$ cat config.mk
export PLATFORM = sky130hd
export DESIGN_NAME = if_fetch_flat
export DESIGN_NICKNAME = d
export VERILOG_FILES = /design/src/rtl/if_fetch_if.sv /design/src/rtl/if_fetch.sv /design/src/flat_wrapper.sv
export SDC_FILE = /design/constraint.sdc
export NUM_CORES = 1
export LEC_CHECK = 0
export BUFFER_PORTS_ARGS = -buffer_cell sky130_fd_sc_hd__buf_2
export CELL_PAD_IN_SITES_DETAIL_PLACEMENT = 1
export CELL_PAD_IN_SITES_GLOBAL_PLACEMENT = 1
export CORE_MARGIN = 8
export CORE_UTILIZATION = 47
export CTS_BUF_LIST = sky130_fd_sc_hd__clkbuf_8
export DETAILED_ROUTE_END_ITERATION = 10
export PLACE_DENSITY = 0.9
export SYNTH_ARGS = -nofsm -noshare
export SYNTH_HDL_FRONTEND = slang
export SYNTH_SLANG_ARGS = --single-unit
export TNS_END_PERCENT = 100
$ cat constraint.sdc
create_clock -name clk -period 4.4 [get_ports clk]
set_input_delay 0.88 -clock clk [delete_from_list [all_inputs] [get_ports clk]]
set_output_delay 0.88 -clock clk [all_outputs]
set_load 0.05 [all_outputs]
$ cat src/rtl/if_fetch_if.sv
// Fetch-stage bundle: byte-wide instruction port toward the memory controller,
// IF/ID output toward decode, and stall/redirect controls from later stages.
interface if_fetch_if #(
   parameter int unsigned ADDR_W = 32
);
   logic              stall_i;
   logic              redirect_i;
   logic [ADDR_W-1:0] redirect_pc_i;
   logic              mem_req_o;
   logic [ADDR_W-1:0] mem_addr_o;
   logic              mem_done_i;
   logic [7:0]        mem_data_i;
   logic              valid_o;
   logic [ADDR_W-1:0] pc_o;
   logic [31:0]       inst_o;

   modport master (
      input  stall_i, redirect_i, redirect_pc_i, mem_done_i, mem_data_i,
      output mem_req_o, mem_addr_o, valid_o, pc_o, inst_o
   );

   modport slave (
      output stall_i, redirect_i, redirect_pc_i, mem_done_i, mem_data_i,
      input  mem_req_o, mem_addr_o, valid_o, pc_o, inst_o
   );
endinterface

$ cat src/rtl/if_fetch.sv
// Instruction fetch: owns the PC and assembles each 32-bit instruction from four
// little-endian byte reads, then holds it for decode until accepted or redirected.
module if_fetch #(
   parameter int unsigned       ADDR_W   = 32,
   parameter logic [ADDR_W-1:0] RESET_PC = 32'h0000_0000
) (
   input logic        clk,
   input logic        rst,
   if_fetch_if.master bus
);
   typedef enum logic {
      FETCH = 1'b0,
      HOLD  = 1'b1
   } state_t;

   state_t            state;
   logic [1:0]        k;
   logic [ADDR_W-1:0] pc;
   logic [23:0]       asm_buf;
   logic              valid_q;
   logic [ADDR_W-1:0] pc_q;
   logic [31:0]       inst_q;

   // Request is gated by rst so it reads zero during reset and rises right after release.
   assign bus.mem_req_o  = rst && (state == FETCH);
   assign bus.mem_addr_o = rst ? (pc + ADDR_W'(k)) : ADDR_W'(0);
   assign bus.valid_o    = valid_q;
   assign bus.pc_o       = pc_q;
   assign bus.inst_o     = inst_q;

   // Redirect outranks byte completion and acceptance; lane 3 goes straight to the output.
   always_ff @(posedge clk or negedge rst) begin
      if (!rst) begin
         state   <= FETCH;
         k       <= 2'd0;
         pc      <= RESET_PC;
         asm_buf <= 24'h0;
         valid_q <= 1'b0;
         pc_q    <= ADDR_W'(0);
         inst_q  <= 32'h0;
      end else if (bus.redirect_i) begin
         state   <= FETCH;
         k       <= 2'd0;
         pc      <= bus.redirect_pc_i;
         valid_q <= 1'b0;
      end else begin
         case (state)
            FETCH: begin
               if (bus.mem_done_i) begin
                  if (k == 2'd3) begin
                     inst_q  <= {bus.mem_data_i, asm_buf};
                     pc_q    <= pc;
                     valid_q <= 1'b1;
                     state   <= HOLD;
                  end else begin
                     case (k)
                        2'd0:    asm_buf[7:0]   <= bus.mem_data_i;
                        2'd1:    asm_buf[15:8]  <= bus.mem_data_i;
                        default: asm_buf[23:16] <= bus.mem_data_i;
                     endcase
                     k <= k + 2'd1;
                  end
               end
            end
            HOLD: begin
               if (!bus.stall_i) begin
                  pc      <= pc + ADDR_W'(4);
                  k       <= 2'd0;
                  state   <= FETCH;
                  valid_q <= 1'b0;
               end
            end
            default: state <= FETCH;
         endcase
      end
   end
endmodule

$ cat src/flat_wrapper.sv
// flat-port wrapper written by rule: the top's interface ports become plain ports
module if_fetch_flat 
#(
   parameter int unsigned       ADDR_W   = 32,
   parameter logic [ADDR_W-1:0] RESET_PC = 32'h0000_0000
)
  (clk, rst, bus_stall_i, bus_redirect_i, bus_redirect_pc_i, bus_mem_done_i, bus_mem_data_i, bus_mem_req_o, bus_mem_addr_o, bus_valid_o, bus_pc_o, bus_inst_o);
  if_fetch_if #(.ADDR_W(ADDR_W)) bus_i ();
  input logic clk;
  input logic rst;
  input wire logic [$bits(bus_i.stall_i)-1:0] bus_stall_i;
  input wire logic [$bits(bus_i.redirect_i)-1:0] bus_redirect_i;
  input wire logic [$bits(bus_i.redirect_pc_i)-1:0] bus_redirect_pc_i;
  input wire logic [$bits(bus_i.mem_done_i)-1:0] bus_mem_done_i;
  input wire logic [$bits(bus_i.mem_data_i)-1:0] bus_mem_data_i;
  output wire logic [$bits(bus_i.mem_req_o)-1:0] bus_mem_req_o;
  output wire logic [$bits(bus_i.mem_addr_o)-1:0] bus_mem_addr_o;
  output wire logic [$bits(bus_i.valid_o)-1:0] bus_valid_o;
  output wire logic [$bits(bus_i.pc_o)-1:0] bus_pc_o;
  output wire logic [$bits(bus_i.inst_o)-1:0] bus_inst_o;
  assign bus_i.stall_i = bus_stall_i;
  assign bus_i.redirect_i = bus_redirect_i;
  assign bus_i.redirect_pc_i = bus_redirect_pc_i;
  assign bus_i.mem_done_i = bus_mem_done_i;
  assign bus_i.mem_data_i = bus_mem_data_i;
  assign bus_mem_req_o = bus_i.mem_req_o;
  assign bus_mem_addr_o = bus_i.mem_addr_o;
  assign bus_valid_o = bus_i.valid_o;
  assign bus_pc_o = bus_i.pc_o;
  assign bus_inst_o = bus_i.inst_o;
  if_fetch #(.ADDR_W(ADDR_W), .RESET_PC(RESET_PC)) u_core (.clk(clk), .rst(rst), .bus(bus_i));
endmodule
==> run metrics, run 1 <==
outcome=finished clean; Slew HR=0.354; Core Region=13,000 µm²; Starting Density=0.472; overall die height=130 µm; largest net degree at the start of global routing=53; initial antenna violation count=1; peak supply drop=0.324 mV; vias=5,001; delay-heaviest family, CP=simple AND/OR/NAND/NOR gates; Die Wd=130 µm; Avg Cell Area, Syn=11.2 µm²; Synth Instances=551; per-cell routed wire length=21.5 µm; Hold Buf Count CTS=0; largest area contributor in the synthesized netlist=dfrtp_1; Max FO, Critical Path=5; Power, Total=3.53 mW; drt pass-1 iters=6; final worst-path cycle share=0.946; first-pass GRT wire length=29.6 mm; post-route insts no fill=862; Peak Freq=0.240 GHz; Net count, final=728; area share of the largest cell type after synthesis=0.504; syn nets=604; setup_tns=0 ns; Syn-to-layout area delta=18.8%; GR Overflow Total=0; vias per inst=5.80; clock transition at the registers of the reported paths=0.07 ns; ant diodes=0; Yosys reg bits=124; Final Hold Vio Count=0; CTS H-tree depth=4; worst slack at placement=0.627 ns; Post-synth ARST share=1.00; vias in the first global route=5,422; Total Routed Length=18.6 mm; Clock Skew=0.00940 ns; final setup fails=0; CP Class=flip-flop to primary output; crit path cell chain=ha_1, fa_1, nand3_1, nor4_1, or4b_2, a21oi_1, buf_2; GPL Wtd Cong=0.851; Slew Limit Fails=0; commonest non-fill, non-tap cells in the layout=buf_2, dfrtp_1, mux2_2, nand2_1, nor2_1; FP Rows=42; Worst Path Buf+Inv=1; Clock Latency Late Sink=0.44 ns; commonest non-fill, non-tap cell in the layout=buf_2; shortest period the worst path allows=4.16 ns; Total GRT Usage=0.227; Lkg Pwr=3.39 nW; TritonCTS buffer count=17; setup ws final=0.238 ns; clk sinks=124; worst r2r src=u_core.pc[2]; Iter 0 DRT Violations=328; root buf cell=clkbuf_8; IO Count=143; ranking of synthesized cells by area=dfrtp_1, mux2_2, o31ai_1, or4_1, xnor2_1; pwr/cell area=483 nW/µm²; Startpoint Class=flip-flop; worst hold path type=input port to asynchronous set/reset pin; Yosys warnings=0; Worst path max stage delay=0.62 ns; Placed Cells=832; antenna viol nets, final=0; Die Area=17,000 µm²; slowest cell on the critical path=or4b_2; unrepaired setup endpoints after global routing=false; Max-cap violations=0; Critical Path Source=u_core.k[0]; detailed placement HPWL=13.6 mm; Req. time, crit path=3.52 ns; Synth cell types=44; CTS tree=built; most common flop cell mapped by yosys=dfrtp_1; register area share after synthesis=0.504; critical path arrival=3.28 ns; # DRC=0; share of cells above drive strength 1=0.407; reg-to-reg slack, setup=1.85 ns; CTS max path bufs=2; port bufs=142; Final Util=0.561; Post-synth EDFFs=0; Worst Setup End Kind=primary output; Mapped Area=6150 µm²; Worst Tran Pin Value=0.969 ns
[synth_stat cells (4+ instances only)]
master / number
or3_1: 12
or4_1: 22
xnor2_1: 15
o21ai_0: 21
nand2_1: 34
mux2i_1: 5
nor4_1: 8
inv_1: 7
a31oi_1: 16
nand3_1: 13
ha_1: 7
mux2_2: 90
clkbuf_1: 23
dfrtp_1: 124
nand2b_1: 4
nor2_1: 32
nand4_1: 11
o31ai_1: 24
nor2b_1: 4
xor2_1: 9
and3_1: 4
a21oi_1: 19
buf_2: 16
[what timing repair did]
| action | in CTS | in global routing |
|---|---|---|
| buffers inserted | 0 | 0 |
| resized for setup | 0 | 1 |
| endpoints found under the setup margin | 0 | 1 |
[metal layers]
metal  GRT usage  vias to the layer above  routed length (µm)
li1            -                     2262                   -
met1       0.269                     2522                7480
met2       0.394                      180                9410
met3      0.0568                       35                1270
met4      0.0804                        2                 375
met5           0                        -                  13
[power by group]
| group | leakage (nW) | switching [mW] | internal (mW) |
|---|---|---|---|
| registers | 1.59 | 0.179 | 1.36 |
| clock network | 0.171 | 0.452 | 0.449 |
| logic | 1.64 | 0.770 | 0.318 |
[final timing paths]
check                                            to  cells after the start
worst max-delay path             bus_mem_addr_o[30]                      7
worst min-delay path                  u_core.pc[29]                      1
worst max register to register        u_core.pc[22]                      5
worst min register to register  u_core.bus.pc_o[19]                      1
max in group asynchronous         u_core.asm_buf[1]                      2
min in group clk                u_core.bus.pc_o[19]                      1
[registers in the layout, summed over array words and instances, names as in the netlist]
signal	cells
u_core.pc	32
u_core.bus.inst_o	32
u_core.bus.pc_o	32
u_core.state	1
u_core.bus.valid_o	1
u_core.asm_buf	24
u_core.k	2
[through the flow]
stage               hold slack (ns)  instance area (µm²)
floorplan                     0.474                 6150
global placement              0.483                 6950
detailed placement            0.492                 6950
CTS                           0.309                 7300
global route                  0.330                 7310
finish                        0.334                 7310
[kinds of logic (layout without fill, tap and decap cells)]
kind of cell,after synthesis,count (layout),synth area share
and+or+nand+nor,166,166,0.153
DFF,124,124,0.504
muxes,95,95,0.173
AOI/OAI and AO/OA,83,83,0.0822
buffers and inverters,51,186,0.0360
xor gates and xnor gates,24,24,0.0342
adders and majority gates,8,8,0.0175
[worst register-to-register path: stages (launching register included)]
cell and delay (ns):
dfrtp_1 0.50, ha_1 0.34, nand4_2 0.25, or3_1 0.62, or4_2 0.59, a31oi_1 0.17
[layout make-up]
type / count / area [µm²]
Clock buffer: 18 / 248
Clock inverter: 12 / 103
Fill cell: 1468 / 5720
Inverter: 8 / 30.0
Multi-Input combinational cell: 376 / 2830
Sequential cell: 124 / 3100
Tap cell: 176 / 220
Timing Repair Buffer: 148 / 771
Power figures use the tool's default switching activity.
==> run 2, diff against run 1 <==
- CORE_UTILIZATION: 47 -> 39
- PLACE_DENSITY: 0.9 -> 0.8
- clock period: 4.4 -> 3.7 ns (I/O delays scaled with it)
==> run metrics, run 2 (synthesis gave the netlist of run 1 again) <==
Reg-to-Reg End=u_core.pc[22]; GPL Wtd Cong=0.809 (-4.8%); Die Area=20,000 µm² (+18%); detailed placement HPWL=13.7 mm (+0.96%); outcome=finished clean; first-pass GRT wire length=30.4 mm (+2.6%); root buf cell=clkbuf_8; drt pass-1 iters=4 (-2); Total GRT Usage=0.193 (-0.0339); clk sinks=124 (unchanged); peak supply drop=0.441 mV (+36%); Req. time, crit path=2.96 ns (-0.56 ns); commonest non-fill, non-tap cell in the layout=buf_2; # DRC=0 (unchanged); TritonCTS buffer count=17 (unchanged); Hold Buf Count CTS=0 (unchanged); Worst Tran Pin Value=0.995 ns (+0.0259 ns); Worst Setup End Kind=primary output; Starting Density=0.393 (-0.0791); Max FO, Critical Path=6 (+1); GR Overflow Total=0 (unchanged); IO Count=143 (unchanged); final setup fails=0 (unchanged); Worst path max stage delay=0.64 ns (+0.02 ns); overall die height=142 µm (+8.6%); slowest cell on the critical path=or4_2; Clock Latency Late Sink=0.46 ns (+0.02 ns); Peak Freq=0.276 GHz; Net count, final=741 (+1.8%); power share of the clock group=0.285 (+0.030); shortest period the worst path allows=3.62 ns; setup_tns=0 ns (unchanged); reg-to-reg slack, setup=1.28 ns (-0.57 ns); Net Sw Frac=0.389 (-0.00800); CTS H-tree depth=4 (unchanged); worst hold path type=input port to asynchronous set/reset pin; final worst-path cycle share=0.979; Filler cells=1,753 (+19%); vias=5,018 (+0.34%); worst slack at placement=0.214 ns (-0.414 ns); Net Switching=1.70 mW (+21%); DRT met1 WL=7.68 mm (+2.6%); per-cell routed wire length=20.5 µm (-4.8%); Lkg Pwr=3.48 nW (+2.6%); largest net degree at the start of global routing=44 (-17%); Clock Skew=0.0176 ns (+0.00821 ns); Slew Limit Fails=0 (unchanged); Core Region=15,700 µm² (+20%); worst r2r path cells=5 (unchanged); port bufs=142 (unchanged); vias per inst=5.47 (-5.8%); Iter 0 DRT Violations=255 (-22%); CP Class=flip-flop to primary output; antenna viol nets, final=0 (unchanged); share of cells above drive strength 1=0.439 (+0.0319); Flop pwr share=0.416 (-0.021); design area=7580 µm² (+3.8%); clock transition at the registers of the reported paths=0.08 ns (about the same); Power, Total=4.38 mW (+24%); CTS tree=built; pwr/cell area=577 nW/µm² (+19%); Total Routed Length=18.8 mm (+1.4%); Slew HR=0.336 (-0.0173); initial antenna violation count=3 (+2); crit path cell chain=ha_2, fa_2, nand3_2, or3_4, or4_2, a21oi_2, buf_6; vias in the first global route=5,527 (+1.9%); Final Hold Vio Count=0 (unchanged); CTS max path bufs=2 (unchanged); commonest non-fill, non-tap cells in the layout=buf_2, dfrtp_1, mux2_2, nand2_1, nor2_1; Startpoint Class=flip-flop; critical path arrival=2.88 ns (-0.40 ns); P_int=2.68 mW (+26%); FP Rows=46 (+9.5%); placed inst area=7070 µm² (+1.6%); Syn-to-layout area delta=23.3%; worst r2r src=u_core.pc[3]; setup ws final=0.0760 ns (-0.162 ns); WL met3=1.34 mm (+5.9%); Max-cap violations=0 (unchanged); Met2 Wirelength=9.47 mm (+0.59%); highest routed layer=met5; Die Wd=142 µm (+8.6%); combinational fraction of design power=0.299 (-0.009)
-- run 2: worst max-delay path by stage --
stage                       startpoint            endpoint  slack, ns  depth (start not counted)
after floorplan            u_core.k[0]  bus_mem_addr_o[28]       0.15                          7
after global placement     u_core.k[0]  bus_mem_addr_o[22]       0.31                          7
after detailed placement   u_core.k[0]  bus_mem_addr_o[22]       0.21                          7
after CTS                 u_core.pc[0]  bus_mem_addr_o[30]       0.02                          7
after global routing      u_core.pc[0]  bus_mem_addr_o[22]     -0.007                          7
final                     u_core.pc[0]  bus_mem_addr_o[22]       0.08                          7
-- run 2: layout make-up --
cell class | count | area (µm²) | share of cell area
Inverter | 8 | 30.0 | 0.00396
Antenna cell | 2 | 5.00 | 0.000660
Timing Repair Buffer | 161 | 881 | 0.116
Clock inverter | 14 | 171 | 0.0226
Multi-Input combinational cell | 376 | 2890 | 0.380
Sequential cell | 124 | 3110 | 0.410
Tap cell | 216 | 270 | 0.0356
Clock buffer | 17 | 234 | 0.0309
-- run 2: worst max-delay path, delay by kind of cell, from the launching register on --
family | cells | cell delay [ns]
compound gates | 1 | 0.18
fa+ha+maj | 2 | 0.45
buf+inv | 1 | 0.18
flops | 1 | 0.38
simple gates | 3 | 1.25
-- run 2: repair_timing --
item | CTS | global route
resized for setup | 11 | 9
pin swaps | 1 | 2
setup buffers | 1 | 4
endpoints found under the setup margin | 9 | 12
-- run 2: per-stage QoR --
stage / hold slack [ns] / instances / utilization
3_5_place_dp: 0.492 / 880 / 0.451
6_report: 0.190 / 918 / 0.484
3_3_place_gp: 0.481 / 880 / 0.451
5_1_grt: 0.185 / 918 / 0.484
2_1_floorplan: 0.444 / 551 / -
4_1_cts: 0.172 / 912 / 0.480
-- run 2: metal layers --
metal / track usage / vias to the layer above
met5: 0 / -
met4: 0.0560 / 2
met3: 0.0659 / 29
met2: 0.327 / 136
met1: 0.228 / 2561
li1: - / 2290
-- run 2: power groups by stage --
stage	Combinational, mW	Clock (mW)	Sequential (mW)
final	1.31	1.25	1.82
after detailed placement	1.32	0	1.84
after global placement	1.28	0	1.82
after CTS	1.33	1.27	1.82
after global routing	1.39	1.34	1.86
after floorplan	0.486	0	2.26
==> run 3, diff against run 2 <==
==> constraint.sdc (replaced) <==
create_clock -name clk -period 3.7 [get_ports clk]
set_input_delay 0.555 -clock clk [delete_from_list [all_inputs] [get_ports clk]]
set_output_delay 0.555 -clock clk [all_outputs]
set_load 0.05 [all_outputs]
==> run metrics, run 3 (synthesis gave the netlist of run 1 again) <==
shortest period the worst path allows=3.54 ns (-0.0804 ns); Clock Latency Late Sink=0.46 ns (about the same); Die Wd=142 µm (unchanged); CTS max path bufs=2 (unchanged); Core Region=15,700 µm² (unchanged); Die Area=20,000 µm² (unchanged); Syn-to-layout area delta=22.3%; Net count, final=733 (-1.1%); Lkg Pwr=3.47 nW (-0.41%); Final Hold Vio Count=0 (unchanged); worst hold path type=input port to flip-flop; Worst Setup End Kind=primary output; clk sinks=124 (unchanged); setup_tns=0 ns (unchanged); Max FO, Critical Path=7 (+1); Starting Density=0.393 (unchanged); final worst-path cycle share=0.958 (-0.0217); Max-cap violations=0 (unchanged); GPL Wtd Cong=0.826 (+2.1%); largest net degree at the start of global routing=110 (+150%); first-pass GRT wire length=30.1 mm (-0.95%); Slew HR=0.336 (about the same); drt pass-1 iters=4 (unchanged); setup ws final=0.156 ns (+0.0804 ns); Clock Skew=0.0111 ns (-0.00652 ns); root buf cell=clkbuf_8; Peak Freq=0.282 GHz (+2.3%); Power, Total=4.40 mW (+0.46%); CTS H-tree depth=4 (unchanged); unrepaired setup endpoints after global routing=false; per-cell routed wire length=20.4 µm (-0.35%); worst slack at placement=0.279 ns (+0.0657 ns); vias per inst=5.44 (-0.43%); critical path arrival=2.99 ns (+0.11 ns); Slew Limit Fails=0 (unchanged); overall die height=142 µm (unchanged); TritonCTS buffer count=17 (unchanged); antenna viol nets, final=0 (unchanged); commonest non-fill, non-tap cell in the layout=buf_2; pwr/cell area=585 nW/µm² (+1.3%); detailed placement HPWL=13.5 mm (-1.1%); CTS tree=built; Iter 0 DRT Violations=218 (-15%); final setup fails=0 (unchanged); initial antenna violation count=2 (-1); Worst Tran Pin Value=0.994 ns (-0.000301 ns); Final Util=0.480 (-0.00392); commonest non-fill, non-tap cells in the layout=buf_2, dfrtp_1, mux2_2, nand2_1, nor2_1; Startpoint Class=flip-flop; outcome=finished clean; GR Overflow Total=0 (unchanged); FP Rows=46 (unchanged); peak supply drop=0.386 mV (-13%); vias=4,953 (-1.3%); Filler cells=1,781 (+1.6%); Total Routed Length=18.6 mm (-1.2%); Req. time, crit path=3.14 ns (+0.18 ns); CP Class=flip-flop to primary output; clock transition at the registers of the reported paths=0.08 ns (about the same); share of cells above drive strength 1=0.424 (-0.0143); port bufs=142 (unchanged); Total GRT Usage=0.192 (-0.00148); IO Count=143 (unchanged); # DRC=0 (unchanged); vias in the first global route=5,485 (-0.76%)
[run 3: cell count changes in the layout (fill, tap and decap cells not counted), sizes merged, moves of 2 or more]
| cell | before | now |
|---|---|---|
| clkinvlp | 2 | 0 |
| clkinv | 7 | 5 |
| buf | 160 | 152 |
| inv | 10 | 15 |
[run 3: report_power, final]
part	internal (mW)	leakage, nW	switching (mW)	total, mW
combinational	0.385	1.67	0.915	1.30
clock	0.647	0.216	0.636	1.28
sequential	1.62	1.58	0.196	1.82
[run 3: metal layers]
| metal | wire (µm) | global-route usage |
|---|---|---|
| met5 | 12 | 0 |
| met4 | 386 | 0.0724 |
| met3 | 1370 | 0.0598 |
| met2 | 9220 | 0.323 |
| met1 | 7600 | 0.225 |
[run 3: path summary, 6_finish.rpt]
| check | start | endpoint | slack, ns | cells after the start |
|---|---|---|---|---|
| max in group asynchronous | rst | u_core.pc[2] | 2.26 | 3 |
| worst max register to register | u_core.pc[3] | u_core.pc[22] | 1.27 | 5 |
| worst min-delay path | bus_redirect_pc_i[14] | u_core.pc[14] | 0.31 | 3 |
| worst min register to register | u_core.bus.inst_o[2] | u_core.bus.inst_o[2] | 0.50 | 1 |
| min in group asynchronous | rst | u_core.bus.pc_o[19] | 0.53 | 2 |
| worst max-delay path | u_core.pc[0] | bus_mem_addr_o[20] | 0.16 | 8 |
[run 3: timing repair]
| action | CTS | global route |
|---|---|---|
| hold endpoints to repair | 23 | 0 |
| hold buffers | 1 | 0 |
| setup endpoints to repair | 7 | 7 |
| resized for setup | 6 | 4 |
| pin swaps | 0 | 1 |
| setup buffers | 1 | 2 |
| cloned | 0 | 0 |
[run 3: per-stage QoR]
| stage | hold WS (ns) | std cells | area, µm² |
|---|---|---|---|
| 2_1_floorplan | 0.259 | 551 | 6150 |
| 3_3_place_gp | 0.437 | 873 | 7030 |
| 3_5_place_dp | 0.437 | 873 | 7030 |
| 4_1_cts | 0.283 | 907 | 7490 |
| 5_1_grt | 0.305 | 910 | 7520 |
| 6_report | 0.311 | 910 | 7520 |
[run 3: layout make-up]
cell class | count | area [µm²] | share of cell area
tap | 216 | 270 | 0.0359
antenna | 1 | 2.50 | 0.000333
clock inverter | 14 | 175 | 0.0233
timing repair buffer | 153 | 832 | 0.111
sequential | 124 | 3100 | 0.413
inverter | 8 | 30.0 | 0.00399
multi-input combinational | 376 | 2860 | 0.380
clock buffer | 18 | 248 | 0.0329
[run 3: critical path, cell delays in order (launching register included)]
cell and delay [ns]:
dfrtp_1 0.38, ha_1 0.22, fa_2 0.27, nand3_2 0.14, or3_4 0.46, buf_4 0.18
or4_1 0.47, a21oi_1 0.18, buf_4 0.23
